===== config.mk =====
export PLATFORM = sky130hd
export DESIGN_NAME = stepper_move_sequencer_flat
export DESIGN_NICKNAME = d
export VERILOG_FILES = /design/src/rtl/stepper_move_sequencer_pkg.sv /design/src/rtl/stepper_move_sequencer_if.sv /design/src/rtl/stepper_move_sequencer_step_rate_timer.sv /design/src/rtl/stepper_move_sequencer.sv /design/src/flat_wrapper.sv
export SDC_FILE = /design/constraint.sdc
export NUM_CORES = 1
export LEC_CHECK = 0
export CAP_MARGIN = 10
export CORE_UTILIZATION = 48
export DETAILED_ROUTE_END_ITERATION = 8
export PLACE_DENSITY = 0.72
export SKIP_LAST_GASP = 1
export SLEW_MARGIN = 15
export SYNTH_ARGS = -nofsm -noshare
export SYNTH_HDL_FRONTEND = slang
export SYNTH_HIERARCHICAL = 1
export SYNTH_SLANG_ARGS = --single-unit

===== constraint.sdc =====
create_clock -name clk -period 5.4 [get_ports clk]
set_input_delay 1.08 -clock clk [delete_from_list [all_inputs] [get_ports clk]]
set_output_delay 1.08 -clock clk [all_outputs]
set_load 0.05 [all_outputs]

===== src/rtl/stepper_move_sequencer_pkg.sv =====
// Shared definitions for the stepper move sequencer: the half-step coil
// pattern table, the sequencer state encoding and the direction constants.
package stepper_pkg;

  typedef enum logic [1:0] {
    IDLE   = 2'd0,
    RUN    = 2'd1,
    SETTLE = 2'd2
  } seq_state_e;

  localparam logic DIR_FWD = 1'b0;
  localparam logic DIR_REV = 1'b1;

  // Unipolar half-step sequence, indexed by the 3-bit phase
  localparam logic [3:0] HALF_STEP_TABLE [8] = '{
    4'b0001, 4'b0011, 4'b0010, 4'b0110,
    4'b0100, 4'b1100, 4'b1000, 4'b1001
  };

endpackage


===== src/rtl/stepper_move_sequencer_if.sv =====
// Command and status bundle between a move-command source (master) and the
// stepper move sequencer (slave).
interface stepper_move_sequencer_if #(
  parameter int COUNT_W  = 16,
  parameter int PERIOD_W = 20,
  parameter int POS_W    = 24
);

  logic                       cmd_valid;
  logic                       cmd_ready;
  logic [COUNT_W-1:0]         cmd_steps;
  logic                       cmd_dir;
  logic [PERIOD_W-1:0]        cmd_period;
  logic                       abort;
  logic [3:0]                 coil_out;
  logic                       busy;
  logic                       done;
  logic                       aborted;
  logic [COUNT_W-1:0]         steps_left;
  logic signed [POS_W-1:0]    position;

  modport master (
    output cmd_valid, cmd_steps, cmd_dir, cmd_period, abort,
    input  cmd_ready, coil_out, busy, done, aborted, steps_left, position
  );

  modport slave (
    input  cmd_valid, cmd_steps, cmd_dir, cmd_period, abort,
    output cmd_ready, coil_out, busy, done, aborted, steps_left, position
  );

endinterface


===== src/rtl/stepper_move_sequencer_step_rate_timer.sv =====
// Loadable period counter: counts 0..period-1 while enabled and flags the
// terminal count with a one-cycle tick. Used both as the step-rate timer and
// as the post-move settle dwell timer.
module step_rate_timer #(
  parameter int PERIOD_W = 20
) (
  input  logic                clk,
  input  logic                rst_n,
  input  logic                clear,
  input  logic                enable,
  input  logic [PERIOD_W-1:0] period,
  output logic                tick
);

  logic [PERIOD_W-1:0] count_q;

  assign tick = enable && (count_q == period - PERIOD_W'(1));

  // Advance the count, restarting from zero on clear or at terminal count
  always_ff @(posedge clk or negedge rst_n) begin
    if (!rst_n) begin
      count_q <= '0;
    end else if (clear || tick) begin
      count_q <= '0;
    end else if (enable) begin
      count_q <= count_q + PERIOD_W'(1);
    end
  end

endmodule


===== src/rtl/stepper_move_sequencer.sv =====
// Command-driven stepper sequencer: accepts one move at a time, steps the
// half-step coil pattern at the commanded rate, tracks absolute position and
// pulses done after a settle dwell (or immediately on abort).
module stepper_move_sequencer
  import stepper_pkg::*;
#(
  parameter int COUNT_W       = 16,
  parameter int PERIOD_W      = 20,
  parameter int POS_W         = 24,
  parameter int MIN_PERIOD    = 100,
  parameter int SETTLE_CYCLES = 1000
) (
  input  logic                   clk,
  input  logic                   rst_n,
  stepper_move_sequencer_if.slave bus
);

  seq_state_e              state;
  logic [COUNT_W-1:0]      steps_left_q;
  logic [PERIOD_W-1:0]     period_q;
  logic                    dir_q;
  logic [2:0]              phase_q;
  logic [2:0]              next_phase;
  logic [3:0]              coil_q;
  logic signed [POS_W-1:0] pos_q;
  logic                    done_q;
  logic                    aborted_q;
  logic                    ready_q;
  logic                    busy_q;
  logic                    tick;
  logic                    last_step;
  logic                    timer_clear;
  logic                    timer_enable;
  logic [PERIOD_W-1:0]     timer_period;
  logic [PERIOD_W-1:0]     eff_period;

  assign eff_period   = (bus.cmd_period < PERIOD_W'(MIN_PERIOD)) ? PERIOD_W'(MIN_PERIOD)
                                                                 : bus.cmd_period;
  assign next_phase   = (dir_q == DIR_FWD) ? phase_q + 3'd1 : phase_q - 3'd1;
  assign last_step    = (state == RUN) && tick && !bus.abort && (steps_left_q == COUNT_W'(1));
  assign timer_clear  = (state == IDLE) || last_step;
  assign timer_enable = (state != IDLE);
  assign timer_period = (state == SETTLE) ? PERIOD_W'(SETTLE_CYCLES) : period_q;

  step_rate_timer #(.PERIOD_W(PERIOD_W)) u_timer (
    .clk    (clk),
    .rst_n  (rst_n),
    .clear  (timer_clear),
    .enable (timer_enable),
    .period (timer_period),
    .tick   (tick)
  );

  // Move sequencing: accept, step on timer ticks, settle, abort handling
  always_ff @(posedge clk or negedge rst_n) begin
    if (!rst_n) begin
      state        <= IDLE;
      steps_left_q <= '0;
      period_q     <= '0;
      dir_q        <= DIR_FWD;
      phase_q      <= 3'd0;
      coil_q       <= 4'b0000;
      pos_q        <= '0;
      done_q       <= 1'b0;
      aborted_q    <= 1'b0;
      ready_q      <= 1'b1;
      busy_q       <= 1'b0;
    end else begin
      done_q    <= 1'b0;
      aborted_q <= 1'b0;
      case (state)
        IDLE: begin
          if (bus.cmd_valid && ready_q) begin
            steps_left_q <= bus.cmd_steps;
            period_q     <= eff_period;
            dir_q        <= bus.cmd_dir;
            coil_q       <= HALF_STEP_TABLE[phase_q];
            ready_q      <= 1'b0;
            busy_q       <= 1'b1;
            state        <= (bus.cmd_steps == '0) ? SETTLE : RUN;
          end
        end
        RUN: begin
          if (bus.abort) begin
            state     <= IDLE;
            done_q    <= 1'b1;
            aborted_q <= 1'b1;
            ready_q   <= 1'b1;
            busy_q    <= 1'b0;
          end else if (tick) begin
            phase_q      <= next_phase;
            coil_q       <= HALF_STEP_TABLE[next_phase];
            pos_q        <= (dir_q == DIR_REV) ? pos_q - POS_W'(1) : pos_q + POS_W'(1);
            steps_left_q <= steps_left_q - COUNT_W'(1);
            if (steps_left_q == COUNT_W'(1)) begin
              state <= SETTLE;
            end
          end
        end
        SETTLE: begin
          if (bus.abort || tick) begin
            state     <= IDLE;
            done_q    <= 1'b1;
            aborted_q <= bus.abort;
            ready_q   <= 1'b1;
            busy_q    <= 1'b0;
          end
        end
        default: begin
          state <= IDLE;
        end
      endcase
    end
  end

  assign bus.cmd_ready  = ready_q;
  assign bus.busy       = busy_q;
  assign bus.done       = done_q;
  assign bus.aborted    = aborted_q;
  assign bus.coil_out   = coil_q;
  assign bus.steps_left = steps_left_q;
  assign bus.position   = pos_q;

endmodule


===== src/flat_wrapper.sv =====
// flat-port wrapper written by rule: the top's interface ports become plain ports
module stepper_move_sequencer_flat import stepper_pkg::*;
#(
  parameter int COUNT_W       = 16,
  parameter int PERIOD_W      = 20,
  parameter int POS_W         = 24,
  parameter int MIN_PERIOD    = 100,
  parameter int SETTLE_CYCLES = 1000
)
  (clk, rst_n, bus_cmd_valid, bus_cmd_steps, bus_cmd_dir, bus_cmd_period, bus_abort, bus_cmd_ready, bus_coil_out, bus_busy, bus_done, bus_aborted, bus_steps_left, bus_position);
  stepper_move_sequencer_if #(.COUNT_W(COUNT_W), .PERIOD_W(PERIOD_W), .POS_W(POS_W)) bus_i ();
  input  logic clk;
  input  logic rst_n;
  input wire logic [$bits(bus_i.cmd_valid)-1:0] bus_cmd_valid;
  input wire logic [$bits(bus_i.cmd_steps)-1:0] bus_cmd_steps;
  input wire logic [$bits(bus_i.cmd_dir)-1:0] bus_cmd_dir;
  input wire logic [$bits(bus_i.cmd_period)-1:0] bus_cmd_period;
  input wire logic [$bits(bus_i.abort)-1:0] bus_abort;
  output wire logic [$bits(bus_i.cmd_ready)-1:0] bus_cmd_ready;
  output wire logic [$bits(bus_i.coil_out)-1:0] bus_coil_out;
  output wire logic [$bits(bus_i.busy)-1:0] bus_busy;
  output wire logic [$bits(bus_i.done)-1:0] bus_done;
  output wire logic [$bits(bus_i.aborted)-1:0] bus_aborted;
  output wire logic [$bits(bus_i.steps_left)-1:0] bus_steps_left;
  output wire logic [$bits(bus_i.position)-1:0] bus_position;
  assign bus_i.cmd_valid = bus_cmd_valid;
  assign bus_i.cmd_steps = bus_cmd_steps;
  assign bus_i.cmd_dir = bus_cmd_dir;
  assign bus_i.cmd_period = bus_cmd_period;
  assign bus_i.abort = bus_abort;
  assign bus_cmd_ready = bus_i.cmd_ready;
  assign bus_coil_out = bus_i.coil_out;
  assign bus_busy = bus_i.busy;
  assign bus_done = bus_i.done;
  assign bus_aborted = bus_i.aborted;
  assign bus_steps_left = bus_i.steps_left;
  assign bus_position = bus_i.position;
  stepper_move_sequencer #(.COUNT_W(COUNT_W), .PERIOD_W(PERIOD_W), .POS_W(POS_W), .MIN_PERIOD(MIN_PERIOD), .SETTLE_CYCLES(SETTLE_CYCLES)) u_core (.clk(clk), .rst_n(rst_n), .bus(bus_i));
endmodule

==> impl_metrics.csv, run 1 <==
group,metric,value,unit
floorplanning,fp-row-count,42,
synthesis,synth_compound_area_share,21.2,%
floorplanning,die_w,120,um
synthesis,synth_mux_area_share,2.00,%
pwr,leakagePower,0.00331,uW
run,drv_cap,0,
final_layout,syn2layout_area_growth,20.6,%
route,vias,6164,
route,drc,0,
critical_path,cp.arrival,5160,ps
global_routing,top_usage_layer,"met2",
route,routed_wl,17.6,mm
timing,finalHoldViolCount,0,
final_layout,layout_commonest_cell,"nand2_1",
global_routing,grt-ovfl-total,0,
synthesis,async_flop_share,100,%
critical_path,crit_path_end_kind,"register",
synthesis,yosys-top-cells-area,"dfrtp_1, ha_1, nand2_1, xnor2_1, o21ai_0",
global_routing,antenna_found_initial,0,
timing,skew,10.3,ps
global_routing,first_global_vias,5880,
timing,rsz0062_at_grt,"false",
timing,drv_slew,0,
synthesis,ys_seq_area_share,35.5,%
critical_path,critical_path.max_fanout,17,
pwr,totalPowerFinal,4440,uW
clock_network,clockBufferDepth,2,
clock_network,h-tree-depth,3,
synthesis,synth-edff-count,0,
synthesis,synth_cells,768,
worst_hold_path,holdCritPathClass,"reg -> reg",
synthesis,ys.warnings.count,6,
synthesis,ys_seq_elements,94,
critical_path,crit_buf_inv,3,
pwr,swShare,48.4,%
global_routing,grt_max_degree,61,
pwr,pwr-share-seq,25.3,%
route,antenna_left,0,
place,placed_area,7690,um2
floorplanning,ios,89,
timing,fmax,204,MHz
outcome,status,"completed",
global_routing,grt_first_pass_wirelength,28.7,mm
critical_path,startpoint,"u_core/state[0]",
critical_path,crit_cells,20,
final_layout,insertedDiodeCount,0,
critical_path,critical-path-max-stage-delay,490,ps
place,gp_congestion,0.897,
critical_path,worstPathCellList,"inv_1, ha_2, buf_4, nor2b_1, or3b_1, or4_1, a2111oi_2, nand4_1, a2111oi_4, and2_1, and3b_1, nand2_1, nand2_1, o21ai_0, nor3_1, buf_4, and2_1, nand4_1, xor2_1, a211oi_1",
clock_network,postCtsSetupBuffers,0,
synthesis,yosys.area.top_type,"dfrtp_1",
synthesis,yosys.area_share.simple,22.9,%
final_layout,final_layout_size_suffix_gt1_share,6.82,%
clock_network,cts-hold-fix-buffers,0,
route,vias_per_cell,6.01,
clock_network,numCtsBuffers,9,
pwr,switchingPower,2150,uW
timing,timing.final.ws_setup,491,ps
critical_path,crit_type,"reg -> reg",
place,place_ws,379,ps
clock_network,cts_root_buf,"clkbuf_16",
critical_path,rr_worst_depth,20,
critical_path,r2r-start,"u_core/state[0]",
route,firstDrtPassIters,5,
final_layout,layout_common_cells,"nand2_1, dfrtp_1, clkdlybuf4s50_1",
clock_network,clk_pin_slew_worst_paths,70,ps
clock_network,cts_tree,"built",
critical_path,worstSetupStartpointType,"register",
place,dp_hpwl,13.1,mm
synthesis,synth_area_per_cell,8.64,um2
final_layout,final_nets,921,
synthesis,synth_fa_ha_area_share,6.82,%
floorplanning,core,13300,um2
critical_path,required,5650,ps
critical_path,r2r-end,"u_core/u_timer/count_q[19]",
critical_path,crit_slowest_cell,"or4_1",
critical_path,crit_path_end,"u_core/u_timer/count_q[19]",
final_layout,design_area,8010,um2
clock_network,clock_latency,360,ps
critical_path,critPathTopFamily,"simple AND/OR/NAND/NOR gates",
global_routing,grt_use_met1,34.4,%
pwr,p_int,2290,uW
timing,setup_viol,0,
synthesis,synthDistinctLibCells,72,
synthesis,synth_fp_nets,844,
synthesis,synth_xor_area_share,8.05,%
place,io_buffer_count,88,
synthesis,synth_top_area_share,35.1,%
timing,worst_pin_slew,1170,ps
global_routing,grtUsageTotal,24.9,%
global_routing,grt_util_met3,4.99,%
critical_path,ff2ff_setup_slack,490,ps
synthesis,synth_area,6640,um2
global_routing,grt_use_met2,38.9,%
synthesis,synth-main-ff-cell,"dfrtp_1",
route,drt_iter0_markers,432,
floorplanning,die_area,14300,um2
floorplanning,initial_core_util,49.7,%
timing,finalCritPeriodShare,90.9,%
clock_network,cts_resized,0,
timing,fin_setup_tns,0,ps
pwr,p_per_area,555,nW/um2
timing,fin_crit,4910,ps
route,wl_per_cell,17.1,um
pwr,clockPowerShare,15.0,%
pwr,power_frac_comb,59.7,%
floorplanning,die_h,120,um
synthesis,synth_top_family_by_area,"simple AND/OR/NAND/NOR gates",
timing,worst_slew_margin_rel,22.2,%
clock_network,cts_sinks,94,
pwr,vdd_drop_max,202,uV
==> metal layers <==
layer,wire length [um],part of all wire (%)
met1,8190,47
met2,8070,46
met3,990,5.6
met4,316,1.8
met5,0,0
==> how the worst min path moves through the flow <==
stage,start,end,slack (ps),depth (start not counted)
floorplan,u_core/period_q[7],u_core/period_q[7],440,2
global placement,u_core/period_q[17],u_core/period_q[17],460,2
detailed placement,u_core/period_q[7],u_core/period_q[7],470,2
CTS,u_core/period_q[7],u_core/period_q[7],480,2
global route,u_core/period_q[8],u_core/period_q[8],490,2
finish,u_core/period_q[7],u_core/period_q[7],480,2
==> power groups by stage <==
stage	Sequential, uW	Combinational (uW)	Clock (uW)
final	1120	2650	668
after global routing	1150	2890	714
after CTS	1120	2640	687
after detailed placement	1130	2620	0
after global placement	1120	2550	0
after floorplan	1400	1640	0
==> cells in the mapped netlist, types with 5 or more instances <==
cell type	instances
nand3_1	26
clkbuf_1	23
a211o_1	5
mux2i_1	11
or4_1	5
or2_2	6
ha_1	33
inv_1	20
o22ai_1	12
a21oi_1	39
a211oi_1	22
a21o_1	5
nor2b_1	22
xor2_1	25
o21ai_1	6
o211ai_1	10
or3_1	7
and2_1	5
nor2_1	32
o21a_1	7
dfrtp_1	93
xnor2_1	36
o311ai_0	5
buf_2	10
a22oi_1	5
o31ai_1	7
nor4_1	14
and3_1	7
nor3_1	24
o21ai_0	49
nand2_1	110
nand4_1	16
==> worst min-delay path, cell delays in order, from the launching register on <==
cell     delay [ps]
dfrtp_1         350
nand2_1          50
nand2_1          60
==> kinds of logic after synthesis <==
family                   count (synthesis)
buffers and inverters                   57
AO/OA/AOI/OAI                          208
XOR/XNOR                                61
adder cells (fa/ha/maj)                 35
multiplexers                            13
AND/OR/NAND/NOR                        300
flip-flops                              94
==> flip-flops by register name (all words and copies together), names as in the netlist, 2 cells and up <==
| name | count |
|---|---|
| u_core/bus.coil_out | 4 |
| u_core/bus.position | 24 |
| u_core/bus.steps_left | 16 |
| u_core/period_q | 20 |
| u_core/phase_q | 3 |
| u_core/state | 2 |
| u_core/u_timer/count_q | 20 |
==> metrics by stage <==
step / instances / hold WS [ps] / util, %
after floorplan: 768 / 437 / -
after global placement: 1010 / 457 / 57.6
after detailed placement: 1010 / 467 / 57.6
after CTS: 1026 / 484 / 59.9
after global routing: 1026 / 490 / 60.0
final: 1026 / 482 / 60.0
==> cell type report <==
type / count / area (um2)
Clock inverter: 4 / 53.8
Tap cell: 176 / 220
Fill cell: 1232 / 5340
Timing Repair Buffer: 102 / 983
Clock buffer: 12 / 256
Multi-Input combinational cell: 617 / 4060
Sequential cell: 94 / 2350
Inverter: 21 / 78.8
Note: power is estimated with default switching activity, not from simulation.
==> run 2: changes to the inputs <==
Settings changed: RECOVER_POWER from default to 25.
==> run 2 against run 1 <==
The flow now finishes with violations (max-capacitance violations, max-slew violations). First-iteration DRC count unchanged. Count of clock-buffer cells in the layout unchanged. Critical path depth did not move. Non-clock buffer count is the same. Largest cell class unchanged.
==> impl_metrics.csv, run 2 (same netlist as run 1, synthesis figures left out) <==
group,metric,value,unit
outcome,status,"complete, but fails checks",
outcome,violations,"max-capacitance violations, max-slew violations",
critical_path,critPathTopFamily,"simple AND/OR/NAND/NOR gates",
timing,finalHoldViolCount,0,
pwr,leakagePower,0.00330,uW
floorplanning,fp-row-count,42,
global_routing,grt_max_degree,61,
floorplanning,ios,89,
route,vias_per_cell,6.02,
pwr,clockPowerShare,15.0,%
clock_network,clockBufferDepth,2,
timing,fin_crit,4910,ps
route,drc,0,
pwr,power_frac_comb,59.7,%
pwr,vdd_drop_max,203,uV
clock_network,numCtsBuffers,9,
pwr,p_per_area,556,nW/um2
final_layout,n_fill_cell,1232,
timing,setup_viol,0,
place,io_buffer_count,88,
critical_path,crit_path_end_kind,"register",
global_routing,grtUsageTotal,24.9,%
final_layout,insertedDiodeCount,0,
pwr,pwr-share-seq,25.3,%
pwr,p_int,2290,uW
global_routing,first_global_vias,5880,
floorplanning,die_h,120,um
place,dp_hpwl,13.1,mm
timing,timing.final.ws_setup,488,ps
final_layout,syn2layout_area_growth,20.5,%
clock_network,clk_pin_slew_worst_paths,70,ps
route,vias,6181,
floorplanning,initial_core_util,49.7,%
timing,worst_hold_slack,482,ps
timing,rsz0062_at_grt,"false",
clock_network,cts_resized,0,
route,firstDrtPassIters,5,
route,met1_length,8.18,mm
floorplanning,core,13300,um2
clock_network,cts_tree,"built",
clock_network,postCtsSetupBuffers,0,
timing,drv_slew,61,
route,dr_wl_met2,8.09,mm
route,wl_met3,1.00,mm
final_layout,final_nets,921,
place,gp_congestion,0.897,
floorplanning,die_w,120,um
critical_path,crit_buf_inv,3,
pwr,switchingPower,2150,uW
critical_path,cp.arrival,5170,ps
clock_network,cts_root_buf,"clkbuf_16",
clock_network,cts_sinks,94,
critical_path,worstSetupStartpointType,"register",
final_layout,layout_commonest_cell,"nand2_1",
timing,fmax,204,MHz
critical_path,worstPathCellList,"inv_1, ha_2, buf_4, nor2b_1, or3b_1, or4_1, a2111oi_2, nand4_1, a2111oi_4, and2_1, and3b_1, nand2_1, nand2_1, o21ai_0, nor3_1, buf_4, and2_1, nand4_1, xor2_1, a211oi_1",
floorplanning,die_area,14300,um2
worst_hold_path,holdCritPathClass,"reg -> reg",
run,drv_cap,1,
clock_network,cts-hold-fix-buffers,0,
critical_path,crit_type,"reg -> reg",
critical_path,critical_path.max_fanout,17,
global_routing,grt_first_pass_wirelength,28.7,mm
global_routing,grt-ovfl-total,0,
global_routing,antenna_found_initial,0,
clock_network,h-tree-depth,3,
timing,finalCritPeriodShare,91.0,%
route,routed_wl,17.6,mm
final_layout,fin_util,60.0,%
route,wl_per_cell,17.1,um
critical_path,crit_slowest_cell,"or4_1",
timing,worst_pin_slew,3420,ps
critical_path,ff2ff_setup_slack,490,ps
place,place_ws,379,ps
pwr,swShare,48.4,%
timing,skew,10.1,ps
final_layout,final_layout_size_suffix_gt1_share,6.71,%
final_layout,layout_common_cells,"nand2_1, dfrtp_1, clkdlybuf4s50_1",
route,drt_iter0_markers,432,
clock_network,clock_latency,360,ps
route,antenna_left,0,
timing,worst_slew_margin_rel,-128,%
final_layout,largest_reg_flops,24,
critical_path,critical-path-max-stage-delay,490,ps
route,top_layer,"met4",
critical_path,required,5650,ps
timing,fin_setup_tns,0,ps
-- run 2: cell count changes in the layout (fill, tap and decap cells not counted), sizes merged --
| cell | before | now |
|---|---|---|
| buf | 15 | 14 |
| clkbuf | 12 | 13 |
-- run 2: area by class of cell --
type	count	area [um2]	share of cell area (%)
Sequential cell	94	2350	29.4
Inverter	21	78.8	0.985
Tap cell	176	220	2.75
Clock inverter	4	53.8	0.672
Timing Repair Buffer	102	980	12.2
Clock buffer	12	256	3.21
Multi-Input combinational cell	617	4060	50.7
-- run 2: final timing paths --
kind | cells past startpoint | start | to
max reg2reg | 20 | u_core/state[0] | u_core/u_timer/count_q[19]
max in group asynchronous | 1 | rst_n | u_core/period_q[2]
min | 2 | u_core/period_q[7] | u_core/period_q[7]
min in group asynchronous | 1 | rst_n | u_core/bus.steps_left[4]
max | 20 | u_core/state[0] | u_core/u_timer/count_q[19]
min reg2reg | 2 | u_core/period_q[7] | u_core/period_q[7]
-- run 2: routing by layer --
layer | global-route usage [%] | vias up
met4 | 8.44 | 0
met1 | 34.4 | 2989
met2 | 38.9 | 208
met3 | 4.99 | 24
li1 | - | 2960
met5 | 0 | -
-- run 2: metrics by stage --
stage               power [uW]  std cells  instance area, um2
floorplan                 3050        768                6640
global placement          3680       1010                7690
detailed placement        3750       1010                7690
CTS                       4440       1026                8000
global route              4760       1026                8000
finish                    4450       1026                8000
-- run 2: power by group through the flow --
stage	logic [uW]	registers [uW]	clock network, uW
global route	2890	1150	714
floorplan	1640	1400	0
CTS	2640	1120	687
detailed placement	2620	1130	0
finish	2650	1120	667
global placement	2550	1120	0
-- run 2: tightest hold or removal path, stage by stage (launching register included) --
cell     delay (ps)
dfrtp_1         350
nand2_1          50
nand2_1          60
==> run 3: changes to the inputs <==
Settings changed: CORE_UTILIZATION 48 to 40, DONT_BUFFER_PORTS from default to 1, HOLD_SLACK_MARGIN from default to 0.1, PLACE_DENSITY 0.72 to 0.54.
==> run 3 against run 2 <==
Worst setup slack better by 11 ps. Clock skew is 5.0 ps higher. Hold slack got worse by 66 ps. Power fell by 6.0%. The flow now finishes without violations. Critical path type unchanged. Largest cell class unchanged. Die area grew 20%. Core utilization is 15 points lower.
==> impl_metrics.csv, run 3 (same netlist as run 1, synthesis figures left out) <==
group,metric,value,unit
place,gp_congestion,0.884,
timing,rsz0062_at_grt,"false",
pwr,p_per_area,584,nW/um2
floorplanning,die_area,17100,um2
pwr,leakagePower,0.00295,uW
critical_path,worstSetupStartpointType,"register",
timing,fmax,204,MHz
floorplanning,fp-row-count,46,
route,firstDrtPassIters,5,
route,wl_per_cell,17.7,um
global_routing,grt_first_pass_wirelength,28.2,mm
clock_network,cts_sinks,94,
clock_network,numCtsBuffers,9,
route,vias,5685,
route,drc,0,
final_layout,final_nets,833,
global_routing,antenna_found_initial,0,
critical_path,cp.arrival,5080,ps
clock_network,clockBufferDepth,2,
final_layout,layout_commonest_cell,"nand2_1",
outcome,status,"completed",
critical_path,crit_slowest_cell,"or4_1",
clock_network,h-tree-depth,3,
final_layout,final_layout_size_suffix_gt1_share,7.09,%
clock_network,cts_root_buf,"clkbuf_16",
timing,finalHoldViolCount,0,
final_layout,layout_common_cells,"nand2_1, dfrtp_1, o21ai_0",
global_routing,grtUsageTotal,21.3,%
floorplanning,die_w,131,um
worst_hold_path,holdCritPathClass,"in -> async",
global_routing,grt_max_degree,95,
timing,finalCritPeriodShare,90.8,%
clock_network,cts_resized,0,
pwr,vdd_drop_max,227,uV
timing,fin_setup_tns,0,ps
timing,worst_pin_slew,996,ps
timing,setup_viol,0,
timing,skew,15.2,ps
critical_path,crit_path_end_kind,"register",
place,placed_cells,962,
place,io_buffer_count,0,
global_routing,grt-ovfl-total,0,
clock_network,clk_pin_slew_worst_paths,80,ps
clock_network,cts_tree,"built",
route,vias_per_cell,5.81,
clock_network,cts-hold-fix-buffers,0,
timing,drv_slew,0,
floorplanning,die_h,131,um
route,routed_wl,17.3,mm
final_layout,insertedDiodeCount,0,
floorplanning,initial_core_util,41.3,%
critical_path,critPathMostFrequentCell,"buf_4",
route,drt_iter0_markers,372,
clock_network,postCtsSetupBuffers,0,
final_layout,largest_reg_flops,24,
critical_path,critical_path.max_fanout,27,
critical_path,required,5580,ps
global_routing,first_global_vias,5512,
pwr,totalPowerFinal,4180,uW
final_layout,syn2layout_area_growth,7.73,%
timing,fin_crit,4900,ps
final_layout,instances_no_fill,978,
timing,worst_slew_margin_rel,33.6,%
route,antenna_left,0,
critical_path,worstPathCellList,"inv_1, ha_1, buf_4, nor2b_1, or3b_1, or4_1, a2111oi_2, nand4_1, a2111oi_4, and2_1, and3b_1, buf_4, o21a_1, buf_4, nand2_1, o22ai_1, a21oi_1",
place,dp_hpwl,12.7,mm
run,drv_cap,0,
clock_network,clock_latency,360,ps
floorplanning,core,16100,um2
floorplanning,ios,89,
critical_path,crit_type,"reg -> reg",
critical_path,critical-path-max-stage-delay,490,ps
-- run 3: cell count changes in the layout (fill, tap and decap cells not counted) --
| cell | change |
|---|---|
| nor3_2 | -1 |
| clkinv_2 | +1 |
| ha_2 | -1 |
| ha_1 | +1 |
| clkbuf_8 | -2 |
| nor3_1 | +1 |
| clkdlybuf4s50_1 | -87 |
-- run 3: routing by layer --
layer,share of wire [%],track usage (%),vias to the layer above
met5,0,0,-
met1,48,30.0,2747
met3,6.9,4.89,14
met2,44,32.7,141
li1,-,-,2783
met4,0.91,6.22,0
-- run 3: worst max-delay path, delay by kind of cell, from the launching register on --
family / cells / cell delay [ps]
flip-flops: 1 / 410
AO/OA/AOI/OAI: 5 / 1100
AND/OR/NAND/NOR: 7 / 1990
adder cells (fa/ha/maj): 1 / 330
buffers and inverters: 4 / 900
-- run 3: path summary, 6_finish.rpt --
kind	slack (ps)	endpoint	startpoint	cells past startpoint
min	420	u_core/bus.coil_out[1]	rst_n	0
max	500	u_core/bus.steps_left[9]	u_core/state[0]	17
max reg2reg	500	u_core/bus.steps_left[9]	u_core/state[0]	17
max in group asynchronous	4770	u_core/bus.cmd_ready	rst_n	0
min reg2reg	470	u_core/period_q[16]	u_core/period_q[16]	2
min in group clk	470	u_core/period_q[16]	u_core/period_q[16]	2
-- run 3: power by group --
group | leakage, uW | switching [uW] | internal (uW)
sequential | 0.00116 | 544 | 892
combinational | 0.00166 | 1260 | 829
clock | 0.000136 | 289 | 361
total | 0.00295 | 2100 | 2080
-- run 3: stage by stage --
| step | cell area (um2) | utilization [%] | hold slack (ps) | worst slack (ps) |
|---|---|---|---|---|
| 4_1_cts | 7150 | 44.5 | 400 | 488 |
| 3_5_place_dp | 6860 | 42.7 | 461 | 509 |
| 2_1_floorplan | 6640 | - | 437 | 62.2 |
| 6_report | 7150 | 44.5 | 416 | 499 |
| 3_3_place_gp | 6860 | 42.7 | 453 | 625 |
| 5_1_grt | 7150 | 44.5 | 395 | 69.2 |
-- run 3: layout make-up --
cell class	count	area (um2)
clock buffer	11	233
multi-input combinational	617	4050
inverter	21	78.8
fill	1600	8910
tap	216	270
timing repair buffer	14	105
clock inverter	5	58.8
sequential	94	2350
